File: config.mk
export PLATFORM = sky130hd
export DESIGN_NAME = mem_port_arbiter_flat
export DESIGN_NICKNAME = d
export VERILOG_FILES = /design/src/rtl/mem_port_arbiter_if.sv /design/src/rtl/mem_port_arbiter.sv /design/src/flat_wrapper.sv
export SDC_FILE = /design/constraint.sdc
export NUM_CORES = 1
export LEC_CHECK = 0
export BUFFER_PORTS_ARGS = -buffer_cell sky130_fd_sc_hd__buf_2
export CORE_ASPECT_RATIO = 2
export CORE_MARGIN = 2
export CORE_UTILIZATION = 38
export CTS_BUF_LIST = sky130_fd_sc_hd__clkbuf_8
export DETAILED_ROUTE_END_ITERATION = 16
export PLACE_DENSITY = 0.65
export SLEW_MARGIN = 40
export SYNTH_ARGS = -nofsm -noshare
export SYNTH_HDL_FRONTEND = slang
export SYNTH_SLANG_ARGS = --single-unit
File: constraint.sdc
create_clock -name i_clk -period 1.8 [get_ports i_clk]
set_input_delay 0.18 -clock i_clk [delete_from_list [all_inputs] [get_ports i_clk]]
set_output_delay 0.18 -clock i_clk [all_outputs]
set_load 0.005 [all_outputs]
File: src/rtl/mem_port_arbiter_if.sv
// Requester and memory-side signal bundle for mem_port_arbiter.
// The arbiter uses the slave modport; the requesters/memory use the master modport.
interface mem_port_arbiter_if #(
    parameter int unsigned NUM_PORTS  = 2,
    parameter int unsigned ADDR_WIDTH = 16,
    parameter int unsigned DATA_WIDTH = 8
);
    logic [NUM_PORTS-1:0]            i_req;
    logic [NUM_PORTS-1:0]            i_rw;
    logic [NUM_PORTS*ADDR_WIDTH-1:0] i_address;
    logic [NUM_PORTS*DATA_WIDTH-1:0] i_data;
    logic [NUM_PORTS*DATA_WIDTH-1:0] o_data;
    logic [NUM_PORTS-1:0]            o_ack;
    logic                            o_busy;
    logic                            o_mem_en;
    logic                            o_mem_wea;
    logic [ADDR_WIDTH-1:0]           o_mem_address;
    logic [DATA_WIDTH-1:0]           o_mem_data;
    logic [DATA_WIDTH-1:0]           i_mem_data;

    modport slave (
        input  i_req, i_rw, i_address, i_data, i_mem_data,
        output o_data, o_ack, o_busy, o_mem_en, o_mem_wea, o_mem_address, o_mem_data
    );

    modport master (
        output i_req, i_rw, i_address, i_data, i_mem_data,
        input  o_data, o_ack, o_busy, o_mem_en, o_mem_wea, o_mem_address, o_mem_data
    );
endinterface

File: src/rtl/mem_port_arbiter.sv
// Multi-port arbiter sharing one single-port memory: fixed-priority or round-robin grant,
// one access in flight, fixed memory read latency, per-port read-data hold registers.
module mem_port_arbiter #(
    parameter int unsigned NUM_PORTS   = 2,
    parameter int unsigned ADDR_WIDTH  = 16,
    parameter int unsigned DATA_WIDTH  = 8,
    parameter int unsigned MEM_LATENCY = 1,
    parameter int unsigned ARB_MODE    = 0
) (
    input  logic                  i_clk,
    input  logic                  i_reset,
    mem_port_arbiter_if.slave     io_bus
);
    localparam int unsigned IdxW = $clog2(NUM_PORTS);
    localparam logic [1:0] WaitInit = 2'((MEM_LATENCY > 1) ? MEM_LATENCY - 2 : 0);

    typedef logic [IdxW-1:0] idx_t;
    typedef enum logic [1:0] {StIdle, StAccess, StWait, StDone} state_t;

    state_t                  r_state;
    idx_t                    r_grant;
    idx_t                    r_last_grant;
    logic                    r_rw;
    logic [1:0]              r_wait_cnt;
    logic [NUM_PORTS-1:0]    r_ack;
    logic                    r_busy;
    logic                    r_mem_en;
    logic                    r_mem_wea;
    logic [ADDR_WIDTH-1:0]   r_mem_address;
    logic [DATA_WIDTH-1:0]   r_mem_data;
    logic [DATA_WIDTH-1:0]   r_hold [NUM_PORTS];

    logic                            w_found;
    idx_t                            w_pick;
    int unsigned                     w_cand;
    logic [ADDR_WIDTH-1:0]           w_addr;
    logic [DATA_WIDTH-1:0]           w_wdata;
    logic [NUM_PORTS*DATA_WIDTH-1:0] w_o_data;

    // Candidate order: 0..N-1 for fixed priority, last_grant+1.. wrapping for round-robin.
    always_comb begin
        w_found = 1'b0;
        w_pick  = '0;
        w_cand  = 0;
        for (int unsigned k = 0; k < NUM_PORTS; k++) begin
            if (ARB_MODE == 0) begin
                w_cand = k;
            end else begin
                w_cand = 32'(r_last_grant) + 32'd1 + k;
                if (w_cand >= NUM_PORTS) begin
                    w_cand = w_cand - NUM_PORTS;
                end
            end
            if (!w_found && io_bus.i_req[idx_t'(w_cand)]) begin
                w_found = 1'b1;
                w_pick  = idx_t'(w_cand);
            end
        end
    end

    assign w_addr  = io_bus.i_address[w_pick*ADDR_WIDTH +: ADDR_WIDTH];
    assign w_wdata = io_bus.i_data[w_pick*DATA_WIDTH +: DATA_WIDTH];

    always_ff @(posedge i_clk) begin
        if (i_reset) begin
            r_state       <= StIdle;
            r_grant       <= '0;
            r_last_grant  <= idx_t'(NUM_PORTS - 1);
            r_rw          <= 1'b0;
            r_wait_cnt    <= '0;
            r_ack         <= '0;
            r_busy        <= 1'b0;
            r_mem_en      <= 1'b0;
            r_mem_wea     <= 1'b0;
            r_mem_address <= '0;
            r_mem_data    <= '0;
            for (int unsigned p = 0; p < NUM_PORTS; p++) begin
                r_hold[p] <= '0;
            end
        end else begin
            r_ack <= '0;
            unique case (r_state)
                StIdle: begin
                    if (w_found) begin
                        r_state       <= StAccess;
                        r_busy        <= 1'b1;
                        r_grant       <= w_pick;
                        r_last_grant  <= w_pick;
                        r_rw          <= io_bus.i_rw[w_pick];
                        r_mem_en      <= 1'b1;
                        r_mem_wea     <= ~io_bus.i_rw[w_pick];
                        r_mem_address <= w_addr;
                        r_mem_data    <= w_wdata;
                    end
                end
                StAccess: begin
                    r_mem_en  <= 1'b0;
                    r_mem_wea <= 1'b0;
                    if (MEM_LATENCY == 1) begin
                        r_state        <= StDone;
                        r_ack[r_grant] <= 1'b1;
                    end else begin
                        r_state    <= StWait;
                        r_wait_cnt <= WaitInit;
                    end
                end
                StWait: begin
                    if (r_wait_cnt == 2'd0) begin
                        r_state        <= StDone;
                        r_ack[r_grant] <= 1'b1;
                    end else begin
                        r_wait_cnt <= r_wait_cnt - 2'd1;
                    end
                end
                StDone: begin
                    r_state <= StIdle;
                    r_busy  <= 1'b0;
                    if (r_rw) begin
                        r_hold[r_grant] <= io_bus.i_mem_data;
                    end
                end
                default: r_state <= StIdle;
            endcase
        end
    end

    // Read data bypasses the hold register during the ack cycle.
    always_comb begin
        w_o_data = '0;
        for (int unsigned p = 0; p < NUM_PORTS; p++) begin
            w_o_data[p*DATA_WIDTH +: DATA_WIDTH] = (r_ack[p] && r_rw) ? io_bus.i_mem_data
                                                                       : r_hold[p];
        end
    end

    assign io_bus.o_data        = w_o_data;
    assign io_bus.o_ack         = r_ack;
    assign io_bus.o_busy        = r_busy;
    assign io_bus.o_mem_en      = r_mem_en;
    assign io_bus.o_mem_wea     = r_mem_wea;
    assign io_bus.o_mem_address = r_mem_address;
    assign io_bus.o_mem_data    = r_mem_data;
endmodule

File: src/flat_wrapper.sv
// flat-port wrapper written by rule: the top's interface ports become plain ports
module mem_port_arbiter_flat 
#(
    parameter int unsigned NUM_PORTS   = 2,
    parameter int unsigned ADDR_WIDTH  = 16,
    parameter int unsigned DATA_WIDTH  = 8,
    parameter int unsigned MEM_LATENCY = 1,
    parameter int unsigned ARB_MODE    = 0
)
  (i_clk, i_reset, io_bus_i_req, io_bus_i_rw, io_bus_i_address, io_bus_i_data, io_bus_i_mem_data, io_bus_o_data, io_bus_o_ack, io_bus_o_busy, io_bus_o_mem_en, io_bus_o_mem_wea, io_bus_o_mem_address, io_bus_o_mem_data);
  mem_port_arbiter_if #(.NUM_PORTS(NUM_PORTS), .ADDR_WIDTH(ADDR_WIDTH), .DATA_WIDTH(DATA_WIDTH)) io_bus_i ();
  input  logic i_clk;
  input  logic i_reset;
  input wire logic [$bits(io_bus_i.i_req)-1:0] io_bus_i_req;
  input wire logic [$bits(io_bus_i.i_rw)-1:0] io_bus_i_rw;
  input wire logic [$bits(io_bus_i.i_address)-1:0] io_bus_i_address;
  input wire logic [$bits(io_bus_i.i_data)-1:0] io_bus_i_data;
  input wire logic [$bits(io_bus_i.i_mem_data)-1:0] io_bus_i_mem_data;
  output wire logic [$bits(io_bus_i.o_data)-1:0] io_bus_o_data;
  output wire logic [$bits(io_bus_i.o_ack)-1:0] io_bus_o_ack;
  output wire logic [$bits(io_bus_i.o_busy)-1:0] io_bus_o_busy;
  output wire logic [$bits(io_bus_i.o_mem_en)-1:0] io_bus_o_mem_en;
  output wire logic [$bits(io_bus_i.o_mem_wea)-1:0] io_bus_o_mem_wea;
  output wire logic [$bits(io_bus_i.o_mem_address)-1:0] io_bus_o_mem_address;
  output wire logic [$bits(io_bus_i.o_mem_data)-1:0] io_bus_o_mem_data;
  assign io_bus_i.i_req = io_bus_i_req;
  assign io_bus_i.i_rw = io_bus_i_rw;
  assign io_bus_i.i_address = io_bus_i_address;
  assign io_bus_i.i_data = io_bus_i_data;
  assign io_bus_i.i_mem_data = io_bus_i_mem_data;
  assign io_bus_o_data = io_bus_i.o_data;
  assign io_bus_o_ack = io_bus_i.o_ack;
  assign io_bus_o_busy = io_bus_i.o_busy;
  assign io_bus_o_mem_en = io_bus_i.o_mem_en;
  assign io_bus_o_mem_wea = io_bus_i.o_mem_wea;
  assign io_bus_o_mem_address = io_bus_i.o_mem_address;
  assign io_bus_o_mem_data = io_bus_i.o_mem_data;
  mem_port_arbiter #(.NUM_PORTS(NUM_PORTS), .ADDR_WIDTH(ADDR_WIDTH), .DATA_WIDTH(DATA_WIDTH), .MEM_LATENCY(MEM_LATENCY), .ARB_MODE(ARB_MODE)) u_core (.i_clk(i_clk), .i_reset(i_reset), .io_bus(io_bus_i));
endmodule
Word level (Yosys, flattened, before mapping)
Memories as Yosys holds them, arrays and structs flattened.
Index checks and enable logic that the tools add are counted.
{"block": "word_totals", "ramBits": 16, "n_memories": 1, "output_inout_bits": 45, "latch_bits": 0, "ff_bits": 35, "romBits": 0}
{"block": "op_classes", "magnitude_cmp": 3, "bitwise_logic": 2, "n_eq_ne": 5, "reduce_logical": 15, "shift": 2, "mux": 28, "n_mul": 0, "add_sub_neg": 1, "div_mod_pow": 0}
{"memory": "u_core.r_hold", "depth": 2, "width": 8, "rd": 2, "rd_clocked_by_memory_dff": 0, "write_ports": 2, "line_no": "mem_port_arbiter.sv:31", "rtl": "logic [DATA_WIDTH-1:0] r_hold [NUM_PORTS];"}
{"cell": "32-bit by 6-bit variable part select with 16-bit output", "count": 1}
{"cell": "8-bit 2-to-1 mux", "count": 3}
{"cell": "1-bit 2-to-1 mux", "count": 16}
{"cell": "16-bit by 5-bit variable part select with 8-bit output", "count": 1}
{"cell": "2-bit AND reduction", "count": 5}
{"cell": "2-bit case mux with 4 select lines", "count": 1}
{"cell": "8-bit OR reduction", "count": 1}
{"cell": "2-bit 2-to-1 mux", "count": 3}
{"cell": "1-bit case mux with 2 select lines", "count": 3}
{"cell": "2-bit == test, second input constant", "count": 2}
{"cell": "1-bit logical AND", "count": 4}
{"cell": "2-bit zero test", "count": 2}
{"cell": "1-bit by 2-bit less-than comparator with 1-bit output, second input constant", "count": 2}
{"cell": "2-bit by 1-bit inequality test with 1-bit output, second input constant", "count": 2}
{"cell": "2-bit case mux with 2 select lines", "count": 1}
{"cell": "2-bit nonzero test", "count": 2}
{"cell": "2-bit by 1-bit == test with 1-bit output, second input constant", "count": 1}
{"cell": "1-bit NOT", "count": 2}
{"cell": "2-bit by 1-bit subtractor with 2-bit output, second input constant", "count": 1}
{"cell": "1-bit demux with 1-bit select", "count": 1}
{"cell": "1-bit >= comparator, second input constant", "count": 1}
{"cell": "1-bit zero test", "count": 1}

Logic depth before layout (Yosys ltp)
{"block": "depth", "word_depth": 9, "mapped_depth": 7, "depth_no_buf": 5}

Worst setup path after synthesis
No wires, ideal clock.
{"block": "synth_path", "path_kind": "register to register", "from": "register u_core.r_state[0]", "to": "memory u_core.r_hold[0][0], enable pin", "path_slack_ns": 0.186, "path_stages_with_launch": 4, "t_arrival_ns": 1.230, "n_path_buf": 0, "setup_ns": 0.384, "path_cell_list": "dfxtp_1 -> ha_1 -> nand2_1 -> o21ai_0"}
{"element": "from (decl)", "line_no": "mem_port_arbiter.sv:20", "rtl": "state_t r_state;"}
{"element": "from (signal assigned)", "line_no": "mem_port_arbiter.sv:66", "rtl": "r_state <= StIdle;"}
{"element": "from (signal assigned)", "line_no": "mem_port_arbiter.sv:85", "rtl": "r_state <= StAccess;"}
{"element": "from (signal assigned)", "line_no": "mem_port_arbiter.sv:100", "rtl": "r_state <= StDone;"}
{"element": "to (decl)", "line_no": "mem_port_arbiter.sv:31"}

Worst setup path in the final report
{"block": "layout_path", "from": "register u_core.r_state[0]", "to": "register u_core.r_state[0]"}
{"block": "layout_via", "elab_chain_len": 3}
{"element": "2-bit == test / 2-bit zero test (equally long branches)", "line_no": "mem_port_arbiter.sv:82", "rtl": "unique case (r_state)"}
{"element": "2-bit by 1-bit inequality test with 1-bit output (no source line)"}
{"element": "2-bit AND reduction (no source line)"}
Parallel ways exist; a longest one is shown, timed or not.
A chain may end at the register's enable or synchronous reset.

==> impl_metrics.csv <==
group,metric,value,unit
clock_tree,cts-buffers-inserted,5,
finish,layoutNonFillerInstCount,412,
sta,post-route-worst-setup-slack,0.125,ns
logic_synthesis,ys_dominant_reg_cell,"dfxtp_1",
die,die-area,0.00699,mm^2
global_routing,grt_usage,15.1,%
sta,period_share,93.1,%
sta,min_period,1.67,ns
route,via_per_inst,4.74,
placement,place_ws,0.0885,ns
clock_tree,h-tree-depth,2,
finish,area_growth,28.7,%
sta,timing.fmax,597,MHz
logic_synthesis,avgSynthCellArea,10.9,um^2
placement,place_inst,404,
finish,diodes,0,
clock_tree,clockBufferDepth,2,
logic_synthesis,synthArstFlopShare,0,%
sta,slew_violations,0,
critical_path,critical_path_arrival,1.89,ns
critical_path,startpoint_type,"flop",
critical_path,worstPathRequired,2.02,ns
logic_synthesis,yosysUniqueCellTypes,30,
critical_path,r2r-end,"u_core.r_state[0]",
critical_path,worstSetupStartpoint,"u_core.r_state[0]",
clock_tree,clock_latency,0.30,ns
global_routing,grt_max_degree,28,
route,wirelength,5.04,mm
sta,timing.max_slew.rel_slack,54.7,%
logic_synthesis,yosys_register_bits,51,
logic_synthesis,synth_area,0.00239,mm^2
global_routing,grt_pass1_vias,1806,
global_routing,grt_first_pass_wirelength,8.00,mm
route,routedWlPerCell,12.2,um
die,die_y,116,um
route,drt_iter0_markers,61,
run_status,outcome,"finished, final reports clean",
power_and_ir_drop,p_per_area,855,mW/mm^2
sta,finalHoldViolCount,0,
route,drt_first_pass_iters,4,
sta,rsz0062_at_grt,"false",
clock_tree,postCtsSetupBuffers,0,
die,die_x,60.1,um
clock_tree,clock-root-buffer,"clkbuf_8",
sta,finClkSkew,0.00466,ns
sta,finalSetupViolCount,0,
sta,fin_tns_setup,0,ns
placement,dp_hpwl,3.92,mm
critical_path,reg2reg_depth,5,
die,row_count,41,
critical_path,worstPathMaxFanout,7,
critical_path,crit_path_end,"u_core.r_state[0]",
global_routing,antenna_found_initial,0,
logic_synthesis,synth_area_leader_cell,"dfxtp_1",
clock_tree,tritoncts,"yes",
logic_synthesis,netlist_instances,219,
die,core-area,0.00621,mm^2
job,drv_cap,0,
power_and_ir_drop,power_leakage,1.51,nW
critical_path,worstSetupEndpointType,"flop",
worst_hold_path,hp-class,"input port to flop",
logic_synthesis,synth_edf_count,16,
logic_synthesis,seq_area_frac_synth,49.3,%
logic_synthesis,synth_top_area_share,29.3,%
logic_synthesis,syn_nets,287,
route,vias,1953,
clock_tree,cts_sinks,51,
critical_path,crit_type,"flop to flop",
placement,io_buffers,106,
finish,num-nets-final,393,
critical_path,reg2reg_from,"u_core.r_state[0]",
route,postRouteAntennaNets,0,
finish,drive_above_1_share,41.7,%
placement,place_congestion,0.761,
logic_synthesis,synth_area_leaders,"dfxtp_1 (29%), edfxtp_1 (20%), mux2i_1 (10%)",
power_and_ir_drop,peakVddDrop,481,uV
power_and_ir_drop,power,2.64,mW
clock_tree,path_clk_slew,0.08,ns
sta,tightest_slew,0.674,ns
critical_path,rrSetupSlack,0.13,ns
global_routing,overflow,0,
die,start_util,38.6,%
die,io_pins,107,
route,drc_errors,0,
logic_synthesis,yosys_warnings,0,
==> cells in the final DEF, fill, tap and decap left out, types with 3 or more instances in the layout <==
cell type	n
nand2b_1	3
buf_2	106
mux2i_1	24
ha_1	6
buf_4	5
nand2_1	6
dfxtp_1	35
and2_1	16
a21oi_1	3
a211oi_1	26
clkbuf_8	5
edfxtp_1	16
nor2_1	29
mux2_2	16
nor3_1	3
inv_1	9
==> state kept, by name (all words and copies together) (netlist names) <==
register / cells
u_core.io_bus.o_mem_wea: 1
u_core.r_wait_cnt: 2
u_core.io_bus.o_mem_data: 8
u_core.r_state: 2
u_core.r_hold: 16
u_core.io_bus.o_ack: 2
u_core.r_rw: 1
u_core.io_bus.o_mem_address: 16
u_core.r_grant: 1
u_core.io_bus.o_mem_en: 1
u_core.io_bus.o_busy: 1
==> report_power, final <==
group	internal, mW	total, mW	switching, mW
clock	0.260	0.605	0.345
combinational	0.317	0.641	0.324
sequential	1.32	1.39	0.0702
total	1.90	2.64	0.739
==> stage by stage <==
step	util, %	hold slack (ns)	area [um^2]
final	49.7	0.148	3080
after global routing	49.7	0.155	3080
after floorplan	-	0.280	2390
after global placement	48.3	0.437	3000
after detailed placement	48.3	0.456	3000
after CTS	49.6	0.123	3080
==> cells in the mapped netlist, types with 2 or more instances <==
cell type and instances:
edfxtp_1 16, o31ai_1 2, a21oi_1 3, nor3_1 3
dfxtp_1 35, inv_1 6, a32o_1 2, buf_2 4
nor2_1 29, buf_12 2, and2_1 16, clkbuf_1 5
nor3b_1 3, nand2_1 6, nand2b_1 3, a211oi_1 26
o21ai_0 2, ha_1 6, mux2_2 16, mux2i_1 24
==> layer usage <==
metal  global-route usage (%)  vias up  wire length (um)
met4                     8.00        0               129
met5                        0        -                 0
met2                     23.8       70              2390
met3                     4.10        8               320
li1                         -      995                 -
met1                     18.5      880              2190
==> how the worst min path moves through the flow <==
stage          depth (start not counted)  slack [ns]             from              to
6_report                               2        0.15  io_bus_i_req[0]  u_core.r_grant
5_1_grt                                2        0.16  io_bus_i_req[0]  u_core.r_grant
4_1_cts                                2        0.12  io_bus_i_req[0]  u_core.r_grant
3_5_place_dp                           2        0.46  io_bus_i_req[0]  u_core.r_grant
3_3_place_gp                           2        0.44  io_bus_i_req[0]  u_core.r_grant
2_1_floorplan                          1        0.28  io_bus_i_req[0]  u_core.r_grant
==> critical path, cell delays in order, from the launching register on <==
cell,delay (ns)
dfxtp_1,0.41
inv_1,0.11
ha_1,0.29
nor3b_2,0.22
or4_1,0.48
o31ai_1,0.08
==> area by class of cell <==
type / count / area, um^2
well taps: 86 / 108
clock buffers: 5 / 68.8
flip-flops and latches: 51 / 1180
inverters: 6 / 22.5
clock inverters: 3 / 11.3
multi-input cells: 149 / 1100
fillers: 583 / 3120
repair buffers: 112 / 588
==> what timing repair did <==
| item | CTS | global route |
|---|---|---|
| gates resized for setup | 0 | 1 |
| hold buffers | 0 | 0 |
| endpoints found under the setup margin | 0 | 5 |
==> logic make-up (layout without fill, tap and decap cells) <==
| logic type | count (synthesis) | in the layout | synth area share (%) |
|---|---|---|---|
| and+or+nand+nor | 64 | 64 | 13.1 |
| DFF | 51 | 51 | 49.3 |
| muxes | 40 | 40 | 17.6 |
| AOI/OAI and AO/OA | 38 | 38 | 11.7 |
| buffers and inverters | 19 | 126 | 4.86 |
| adders and majority gates | 6 | 6 | 3.13 |
| xor gates and xnor gates | 1 | 1 | 0.366 |
No activity file was read; power rests on OpenSTA's default activity.
